===== config.mk =====
export PLATFORM = sky130hd
export DESIGN_NAME = ledstring_fb_streamer
export DESIGN_NICKNAME = d
export VERILOG_FILES = /design/src/rtl/ledstring_fb_streamer.sv
export SDC_FILE = /design/constraint.sdc
export NUM_CORES = 1
export LEC_CHECK = 0
export ABC_AREA = 0
export CORE_MARGIN = 2
export CORE_UTILIZATION = 54
export DETAILED_ROUTE_END_ITERATION = 6
export PLACE_DENSITY = 0.87
export SYNTH_ARGS = -nofsm -noshare
export SYNTH_HDL_FRONTEND = slang
export SYNTH_SLANG_ARGS = --single-unit

===== constraint.sdc =====
create_clock -name clk -period 4.3 [get_ports clk]
set_input_delay 0.86 -clock clk [delete_from_list [all_inputs] [get_ports clk]]
set_output_delay 0.86 -clock clk [all_outputs]
set_load 0.005 [all_outputs]

===== src/rtl/ledstring_fb_streamer.sv =====
// ============================================================================
// ledstring_fb_streamer
//
// Purpose:
//   Upstream sequencer for an APA102 LED string serializer. A start request
//   walks the pixel framebuffer and sends three kinds of word over the
//   serializer's valid/ack interface, in this order:
//     - one start frame
//     - led_count pixel words
//     - (n >> 6) + 1 end frames
//   The module owns the framebuffer read port. That port is a synchronous RAM
//   with a 1-cycle read latency. busy/done report progress to the register block.
//
// Optional feature (compile-time macro LEDSTRING_AUTO_REFRESH_EN):
//   A free-running divider wraps every REFRESH_DIV cycles. A wrap that lands
//   while the block is idle starts a frame, using the live led_count/glo.
//   A wrap that lands while the block is busy is dropped. Without the macro,
//   frames start only on the start input.
//
// Ports:
//   clk          system clock
//   rst          synchronous, active-high reset
//   start        one-cycle frame request (ignored unless idle)
//   led_count    pixels to send, 0..MAX_LEDS (values above are clamped)
//   glo          5-bit global brightness for pixel words
//   busy         high from accepted start until the done cycle
//   done         one-cycle pulse after the last end frame is acked
//   fb_rd_en     framebuffer read strobe
//   fb_rd_addr   framebuffer read address
//   fb_rd_data   {red,grn,blu}, valid the cycle after fb_rd_en
//   framing      0 = pixel word, 1 = framing word
//   se_frame     0 = start frame, 1 = end frame
//   dat_glo      pixel brightness
//   dat_red/grn/blu  pixel colour
//   valid        word request to serializer (registered)
//   ack          serializer accept pulse
// ============================================================================
module ledstring_fb_streamer #(
    parameter int          MAX_LEDS    = 256,
    parameter int          ADDR_W      = 8,
    parameter logic [23:0] REFRESH_DIV = 24'd600000
) (
    input  logic              clk,
    input  logic              rst,
    input  logic              start,
    input  logic [ADDR_W:0]   led_count,
    input  logic [4:0]        glo,
    output logic              busy,
    output logic              done,
    output logic              fb_rd_en,
    output logic [ADDR_W-1:0] fb_rd_addr,
    input  logic [23:0]       fb_rd_data,
    output logic              framing,
    output logic              se_frame,
    output logic [4:0]        dat_glo,
    output logic [7:0]        dat_red,
    output logic [7:0]        dat_grn,
    output logic [7:0]        dat_blu,
    output logic              valid,
    input  logic              ack
);

    // The counters are one bit wider than the address, so that n == MAX_LEDS
    // can be represented and reached without wrapping.
    localparam int            CW    = ADDR_W + 1;
    localparam logic [CW-1:0] MAX_N = CW'(MAX_LEDS);

    typedef enum logic [3:0] {
        S_IDLE,
        S_SOF,
        S_SOF_W,
        S_FETCH,
        S_LOAD,
        S_PIX_W,
        S_EOF,
        S_EOF_W,
        S_DONE
    } state_t;

    state_t            state_q, state_d;
    logic              busy_q, busy_d;
    logic              done_q, done_d;
    logic              fb_rd_en_q, fb_rd_en_d;
    logic [ADDR_W-1:0] fb_rd_addr_q, fb_rd_addr_d;
    logic              valid_q, valid_d;
    logic              framing_q, framing_d;
    logic              se_frame_q, se_frame_d;
    logic [4:0]        dat_glo_q, dat_glo_d;
    logic [7:0]        dat_red_q, dat_red_d;
    logic [7:0]        dat_grn_q, dat_grn_d;
    logic [7:0]        dat_blu_q, dat_blu_d;
    logic [CW-1:0]     idx_q, idx_d;
    logic [CW-1:0]     eof_cnt_q, eof_cnt_d;
    logic [CW-1:0]     n_q, n_d;
    logic [CW-1:0]     n_eof_q, n_eof_d;
    logic [4:0]        g_q, g_d;

    logic              start_go;
    logic [CW-1:0]     n_clamped;
    logic [CW-1:0]     idx_inc;
    logic [CW-1:0]     eof_inc;

`ifdef LEDSTRING_AUTO_REFRESH_EN
    localparam int RW = (REFRESH_DIV > 24'd1) ? $clog2(REFRESH_DIV) : 1;

    logic [RW-1:0] refresh_cnt_q;
    logic          refresh_wrap;

    assign refresh_wrap = (refresh_cnt_q == RW'(REFRESH_DIV - 24'd1));

    always_ff @(posedge clk) begin
        if (rst || refresh_wrap) begin
            refresh_cnt_q <= '0;
        end else begin
            refresh_cnt_q <= refresh_cnt_q + RW'(1);
        end
    end

    // A wrap is only acted on in IDLE; nothing remembers a wrap that lands
    // while a frame is busy.
    assign start_go = start | refresh_wrap;
`else
    assign start_go = start;
`endif

    assign n_clamped = (led_count > MAX_N) ? MAX_N : led_count;
    assign idx_inc   = idx_q + CW'(1);
    assign eof_inc   = eof_cnt_q + CW'(1);

    always_comb begin
        state_d      = state_q;
        busy_d       = busy_q;
        done_d       = 1'b0;
        fb_rd_en_d   = 1'b0;
        fb_rd_addr_d = fb_rd_addr_q;
        valid_d      = valid_q;
        framing_d    = framing_q;
        se_frame_d   = se_frame_q;
        dat_glo_d    = dat_glo_q;
        dat_red_d    = dat_red_q;
        dat_grn_d    = dat_grn_q;
        dat_blu_d    = dat_blu_q;
        idx_d        = idx_q;
        eof_cnt_d    = eof_cnt_q;
        n_d          = n_q;
        n_eof_d      = n_eof_q;
        g_d          = g_q;

        // The payload is only rewritten in states where valid is low.
        // That keeps it stable for the whole time a word is offered.
        case (state_q)
            S_IDLE: begin
                if (start_go) begin
                    n_d       = n_clamped;
                    n_eof_d   = (n_clamped >> 6) + CW'(1);
                    g_d       = glo;
                    idx_d     = '0;
                    eof_cnt_d = '0;
                    busy_d    = 1'b1;
                    state_d   = S_SOF;
                end
            end
            S_SOF: begin
                framing_d  = 1'b1;
                se_frame_d = 1'b0;
                valid_d    = 1'b1;
                state_d    = S_SOF_W;
            end
            S_SOF_W: begin
                if (ack) begin
                    valid_d = 1'b0;
                    idx_d   = '0;
                    if (n_q != '0) begin
                        // The read strobe is registered: raising it here
                        // makes it visible for exactly the FETCH cycle.
                        fb_rd_en_d   = 1'b1;
                        fb_rd_addr_d = '0;
                        state_d      = S_FETCH;
                    end else begin
                        state_d = S_EOF;
                    end
                end
            end
            S_FETCH: begin
                state_d = S_LOAD;
            end
            S_LOAD: begin
                dat_red_d = fb_rd_data[23:16];
                dat_grn_d = fb_rd_data[15:8];
                dat_blu_d = fb_rd_data[7:0];
                dat_glo_d = g_q;
                framing_d = 1'b0;
                valid_d   = 1'b1;
                state_d   = S_PIX_W;
            end
            S_PIX_W: begin
                if (ack) begin
                    valid_d = 1'b0;
                    idx_d   = idx_inc;
                    if (idx_inc == n_q) begin
                        state_d = S_EOF;
                    end else begin
                        fb_rd_en_d   = 1'b1;
                        fb_rd_addr_d = idx_inc[ADDR_W-1:0];
                        state_d      = S_FETCH;
                    end
                end
            end
            S_EOF: begin
                framing_d  = 1'b1;
                se_frame_d = 1'b1;
                valid_d    = 1'b1;
                state_d    = S_EOF_W;
            end
            S_EOF_W: begin
                if (ack) begin
                    valid_d   = 1'b0;
                    eof_cnt_d = eof_inc;
                    if (eof_inc == n_eof_q) begin
                        busy_d  = 1'b0;
                        done_d  = 1'b1;
                        state_d = S_DONE;
                    end else begin
                        state_d = S_EOF;
                    end
                end
            end
            S_DONE: begin
                // A start in this cycle is deliberately not looked at.
                state_d = S_IDLE;
            end
            default: begin
                state_d = S_IDLE;
            end
        endcase
    end

    always_ff @(posedge clk) begin
        if (rst) begin
            state_q      <= S_IDLE;
            busy_q       <= 1'b0;
            done_q       <= 1'b0;
            fb_rd_en_q   <= 1'b0;
            fb_rd_addr_q <= '0;
            valid_q      <= 1'b0;
            framing_q    <= 1'b1;
            se_frame_q   <= 1'b0;
            dat_glo_q    <= '0;
            dat_red_q    <= '0;
            dat_grn_q    <= '0;
            dat_blu_q    <= '0;
            idx_q        <= '0;
            eof_cnt_q    <= '0;
            n_q          <= '0;
            n_eof_q      <= '0;
            g_q          <= '0;
        end else begin
            state_q      <= state_d;
            busy_q       <= busy_d;
            done_q       <= done_d;
            fb_rd_en_q   <= fb_rd_en_d;
            fb_rd_addr_q <= fb_rd_addr_d;
            valid_q      <= valid_d;
            framing_q    <= framing_d;
            se_frame_q   <= se_frame_d;
            dat_glo_q    <= dat_glo_d;
            dat_red_q    <= dat_red_d;
            dat_grn_q    <= dat_grn_d;
            dat_blu_q    <= dat_blu_d;
            idx_q        <= idx_d;
            eof_cnt_q    <= eof_cnt_d;
            n_q          <= n_d;
            n_eof_q      <= n_eof_d;
            g_q          <= g_d;
        end
    end

    assign busy       = busy_q;
    assign done       = done_q;
    assign fb_rd_en   = fb_rd_en_q;
    assign fb_rd_addr = fb_rd_addr_q;
    assign valid      = valid_q;
    assign framing    = framing_q;
    assign se_frame   = se_frame_q;
    assign dat_glo    = dat_glo_q;
    assign dat_red    = dat_red_q;
    assign dat_grn    = dat_grn_q;
    assign dat_blu    = dat_blu_q;

endmodule


; Word level (Yosys, flattened, before mapping)
; Cells that the tools add are included.
[op_classes]
add_sub_neg = 3
magnitude_cmp = 1
n_eq_ne = 17
mux = 34
n_bitwise = 2
reduce_logical = 19
[op_table]
columns = cell, n
row1 = $mux 9, 5
row2 = $mux 8, 4
row3 = $pmux 4 s8, 1
row4 = $pmux 9 s3, 1
row5 = $mux 4, 5
row6 = $add 9x1->9 const B, 2
row7 = $eq 9x9->1, 2
row8 = $pmux 9 s2, 1
row9 = $eq 4x3->1 const B, 4
row10 = $pmux 8 s2, 1
row11 = $ne 2x2->1 const B, 7
row12 = $reduce_and 4->1, 3
row13 = $pmux 1 s2, 5
row14 = $reduce_bool 2->1, 5
row15 = $gt 9x9->1 const B, 1
row16 = $mux 1, 9
row17 = $reduce_bool 9->1, 1
row18 = $reduce_or 3->1, 3
row19 = $eq 4x2->1 const B, 2
row20 = $mux 3, 2
row21 = $reduce_and 5->1, 1
row22 = $add 3x1->4 const B, 1
row23 = $eq 4x1->1 const B, 1
row24 = $logic_not 4->1, 1
row25 = other kinds (6), 8
[word_totals]
register_bits = 88
input_bits = 42
out_inout_bits = 43
word_cells = 93

; Logic depth before layout (Yosys ltp)
[depth]
word_depth = 5
mapped_depth = 9
ltp_nobuf = 8

; Worst setup path after synthesis
; OpenSTA, ideal clock, no wires.
[synth_timing]
path_type = reg2reg
startpoint = register idx_q[0]
endpoint = register fb_rd_addr_q[6], in the netlist fb_rd_addr[6]
setup_time_ns = 0.123
arrival_time_ns = 2.121
required_ns = 4.177
setup_slack_ns = 2.056
stages_incl_launch_ff = 9
path_buffers = 0
path_cell_list = dfxtp_1 > ha_1 > xnor2_1 > xor2_1 > o31ai_1 > a221o_1 > nor4_4 > nor2_1 > o2bb2ai_1
[synth_between]
elab_chain_len = 4
[synth_rtl]
columns = element, line
row1 = "start, declared", 92  ; logic [CW-1:0] idx_q, idx_d;
row2 = "start signal, assigned", 270  ; idx_q <= idx_d;
row3 = $add 9x1->9 *, 127  ; assign idx_inc = idx_q + CW'(1);
row4 = $eq 9x9->1 / $mux 8 (equally long branches), 200  ; if (idx_inc == n_q) begin
row5 = $ne 2x2->1 (no source line) / $mux 8 (equally long branches), -
row6 = $reduce_and 5->1 (no source line) / $pmux 8 s2 (equally long branches), -
row7 = "end signal, assigned", 262  ; fb_rd_addr_q <= fb_rd_addr_d;
row8 = "end, declared", 84  ; logic [ADDR_W-1:0] fb_rd_addr_q, fb_rd_addr_d;
; Every way passes the cells marked *; elsewhere a longest branch is shown, timed or not. The select of a mux whose other input is x is not followed.
; A chain may end at the register's enable or synchronous reset.

; Worst setup path in the final report
[layout_timing]
startpoint = register idx_q[0]
endpoint = register fb_rd_addr_q[3], in the netlist fb_rd_addr[3]
; Same word-level chain as after synthesis.

==> impl_metrics.json <==
{
  "reg2reg_to": "fb_rd_addr[3]",
  "drive_gt1_share_pct": 4.73,
  "grt_max_degree": 59,
  "switching_share_pct": 24.1,
  "holdPathStages": 2,
  "pre_cts_ws_ns": 1.43,
  "final_area_sq_mm": 0.00496,
  "pwr-share-seq_pct": 44.6,
  "hold_class": "reg -> reg",
  "synth_flop_cell": "dfxtp_1",
  "gp_congestion": 0.887,
  "port_buffers": 84,
  "fin_skew_ns": 0.0151,
  "areaGrowthSynthToFinish_pct": 29.3,
  "yosysSeqAreaShare_pct": 43.3,
  "cts_tree": "yes",
  "maxCapViolCount": 0,
  "min_to": "dat_blu[7]",
  "synth-seq-cells": 83,
  "cts_sinks": 83,
  "cts_buffers": 9,
  "root_buffer": "clkbuf_8",
  "path_clk_slew_ns": 0.09,
  "start_kind": "flop",
  "reg2reg_depth": 8,
  "ys_types": 53,
  "wl_um": 9610,
  "io_pins": 85,
  "final_util_pct": 72.7,
  "ant_nets": 0,
  "r2r_start": "idx_q[0]",
  "combPwrFrac_pct": 13.4,
  "final_hold_viol_count": 0,
  "num_vias": 3655,
  "dieArea_sq_mm": 0.00780,
  "path_class": "reg -> reg",
  "grt.overflow.total": 0,
  "post-route-min-period_ns": 2.80,
  "tns_ns": 0,
  "htree_levels": 3,
  "avgSynthCellArea_sq_um": 7.96,
  "switchingPower_mw": 0.452,
  "core_sq_mm": 0.00683,
  "cts_hold_buffers": 0,
  "fin_nets": 590,
  "syn_inst": 482,
  "clkPwrFrac_pct": 42.0,
  "hpwl_um": 6670,
  "synth-edff-count": 0,
  "slowest_stage": "nor4_4",
  "post_cts_buffers": 0,
  "critical_path_buf_inv_count": 0,
  "finalSetupViolations": 0,
  "rows": 30,
  "antenna_cells": 0,
  "slew_violations": 0,
  "grt_pass1_wl_um": 15200,
  "drc_errors": 0,
  "mostFrequentLayoutCells": "nand2_1 (103), dfxtp_1 (83), clkdlybuf4s50_1 (83)",
  "cp_slowest_stage_delay_ns": 0.59,
  "cp_max_fo": 10,
  "max_freq_mhz": 357,
  "p_int_mw": 1.42,
  "wire_per_inst_um": 14.9,
  "slew_headroom_pct": 30.8,
  "die-width_um": 88.3,
  "antenna_found_initial": 0,
  "initial_utilization_pct": 56.2,
  "status": "complete, no violations",
  "clock_path_buffers": 2,
  "layout_commonest_cell": "nand2_1",
  "synth_nets": 527,
  "end_kind": "flop",
  "first_global_vias": 3305,
  "crit_family": "compound AO/OA/AOI/OAI gates",
  "grt_util_all_layers_pct": 24.7,
  "syn-cell-area_sq_mm": 0.00384,
  "p_per_area_mw_per_mm2": 377,
  "ir_drop_v": 0.000238,
  "cp_cell_sequence": "ha_1, xnor2_1, xor2_1, o31ai_1, a221o_1, nor4_4, a21oi_2, o32ai_1",
  "via_per_inst": 5.66,
  "async_flop_share_pct": 0,
  "yosysWarnings": 0,
  "place_area_sq_mm": 0.00468,
  "finalCritPeriodShare_pct": 65.1,
  "hold_start": "dat_blu[7]",
  "cp.required_ns": 4.55,
  "drt_iter0_markers": 325,
  "arrival_ns": 3.05,
  "p_leak_nw": 1.69,
  "rsz0062_at_grt": "false",
  "postLayoutSetupSlackWorst_ns": 1.50,
  "regToRegSetupSlack_ns": 1.50,
  "fp.dieH_um": 88.3,
  "drtPass1Iterations": 4,
  "worst_pin_slew_ns": 1.04,
  "clk-insertion-delay-late_ns": 0.35,
  "cts_repair_resize_count": 0
}
==> synth_stat cells (5+ instances only) <==
cell type | number | area, sq um
nor4_1 | 5 | 31.3
nand2_1 | 103 | 387
a22oi_1 | 5 | 37.5
nand3b_1 | 10 | 75.1
nor3b_1 | 5 | 37.5
a21oi_1 | 61 | 305
xor2_1 | 6 | 52.6
nor3_1 | 5 | 25.0
nand3_1 | 13 | 65.1
o21ai_0 | 15 | 75.1
o32ai_1 | 5 | 43.8
xnor2_1 | 17 | 149
nor2_1 | 36 | 135
and3_1 | 7 | 43.8
clkbuf_1 | 29 | 109
nand2b_1 | 10 | 62.6
dfxtp_1 | 83 | 1660
==> state kept, by name, indices dropped and copies added (netlist names) <==
signal      cells
n_q             9
idx_q           9
dat_blu         8
dat_grn         8
dat_glo         5
fb_rd_en        1
se_frame        1
fb_rd_addr      8
state_q         4
done            1
busy            1
g_q             5
eof_cnt_q       9
valid           1
dat_red         8
framing         1
n_eof_q         4
==> layer usage <==
layer,global-route usage [%],up-vias,routed length [um],part of all wire (%)
li1,-,1802,-,-
met1,32.5,1702,4190,44
met2,40.7,125,4690,49
met3,3.54,26,517,5.4
met4,10.3,0,210,2.2
met5,0,-,0,0
==> worst register-to-register path, delay by kind of cell, from the launching register on <==
family                   cells  cell delay [ns]
AO/OA/AOI/OAI                4             0.82
XOR/XNOR                     2             0.40
adder cells (fa/ha/maj)      1             0.36
flip-flops                   1             0.52
AND/OR/NAND/NOR              1             0.59
==> how the worst max path moves through the flow <==
| stage | start | to | cells after the start |
|---|---|---|---|
| floorplan | idx_q[0] | fb_rd_addr[6] | 8 |
| global placement | ack | idx_q[7] | 8 |
| detailed placement | ack | idx_q[7] | 8 |
| CTS | idx_q[0] | fb_rd_addr[3] | 8 |
| global route | idx_q[0] | fb_rd_addr[3] | 8 |
| finish | idx_q[0] | fb_rd_addr[3] | 8 |
==> through the flow <==
stage | instances | hold slack, ns | total power [mW]
4_1_cts | 646 | 0.459 | 1.87
3_5_place_dp | 630 | 0.447 | 1.10
5_1_grt | 646 | 0.479 | 1.94
2_1_floorplan | 482 | 0.432 | 0.997
6_report | 646 | 0.458 | 1.87
3_3_place_gp | 630 | 0.441 | 1.09
==> power by group through the flow <==
stage | Combinational (mW) | Sequential (mW) | Clock [mW]
after floorplan | 0.161 | 0.836 | 0
after global placement | 0.239 | 0.849 | 0
after detailed placement | 0.247 | 0.851 | 0
after CTS | 0.250 | 0.834 | 0.790
after global routing | 0.276 | 0.840 | 0.825
final | 0.251 | 0.834 | 0.786
==> layout make-up <==
class	count	area [sq um]
Fill cell	540	1870
Clock inverter	7	164
Multi-Input combinational cell	362	2040
Tap cell	96	120
Inverter	4	15.0
Sequential cell	83	1660
Timing Repair Buffer	85	843
Clock buffer	9	124
==> kinds of logic after synthesis <==
kind of cell | Yosys count | share of synthesized area [%]
AO/OA/AOI/OAI | 119 | 18.9
multiplexers | 4 | 1.08
XOR/XNOR | 23 | 5.25
AND/OR/NAND/NOR | 213 | 26.8
adder cells (fa/ha/maj) | 3 | 0.978
buffers and inverters | 37 | 3.65
flip-flops | 83 | 43.3
No activity file was read; power rests on OpenSTA's default activity.
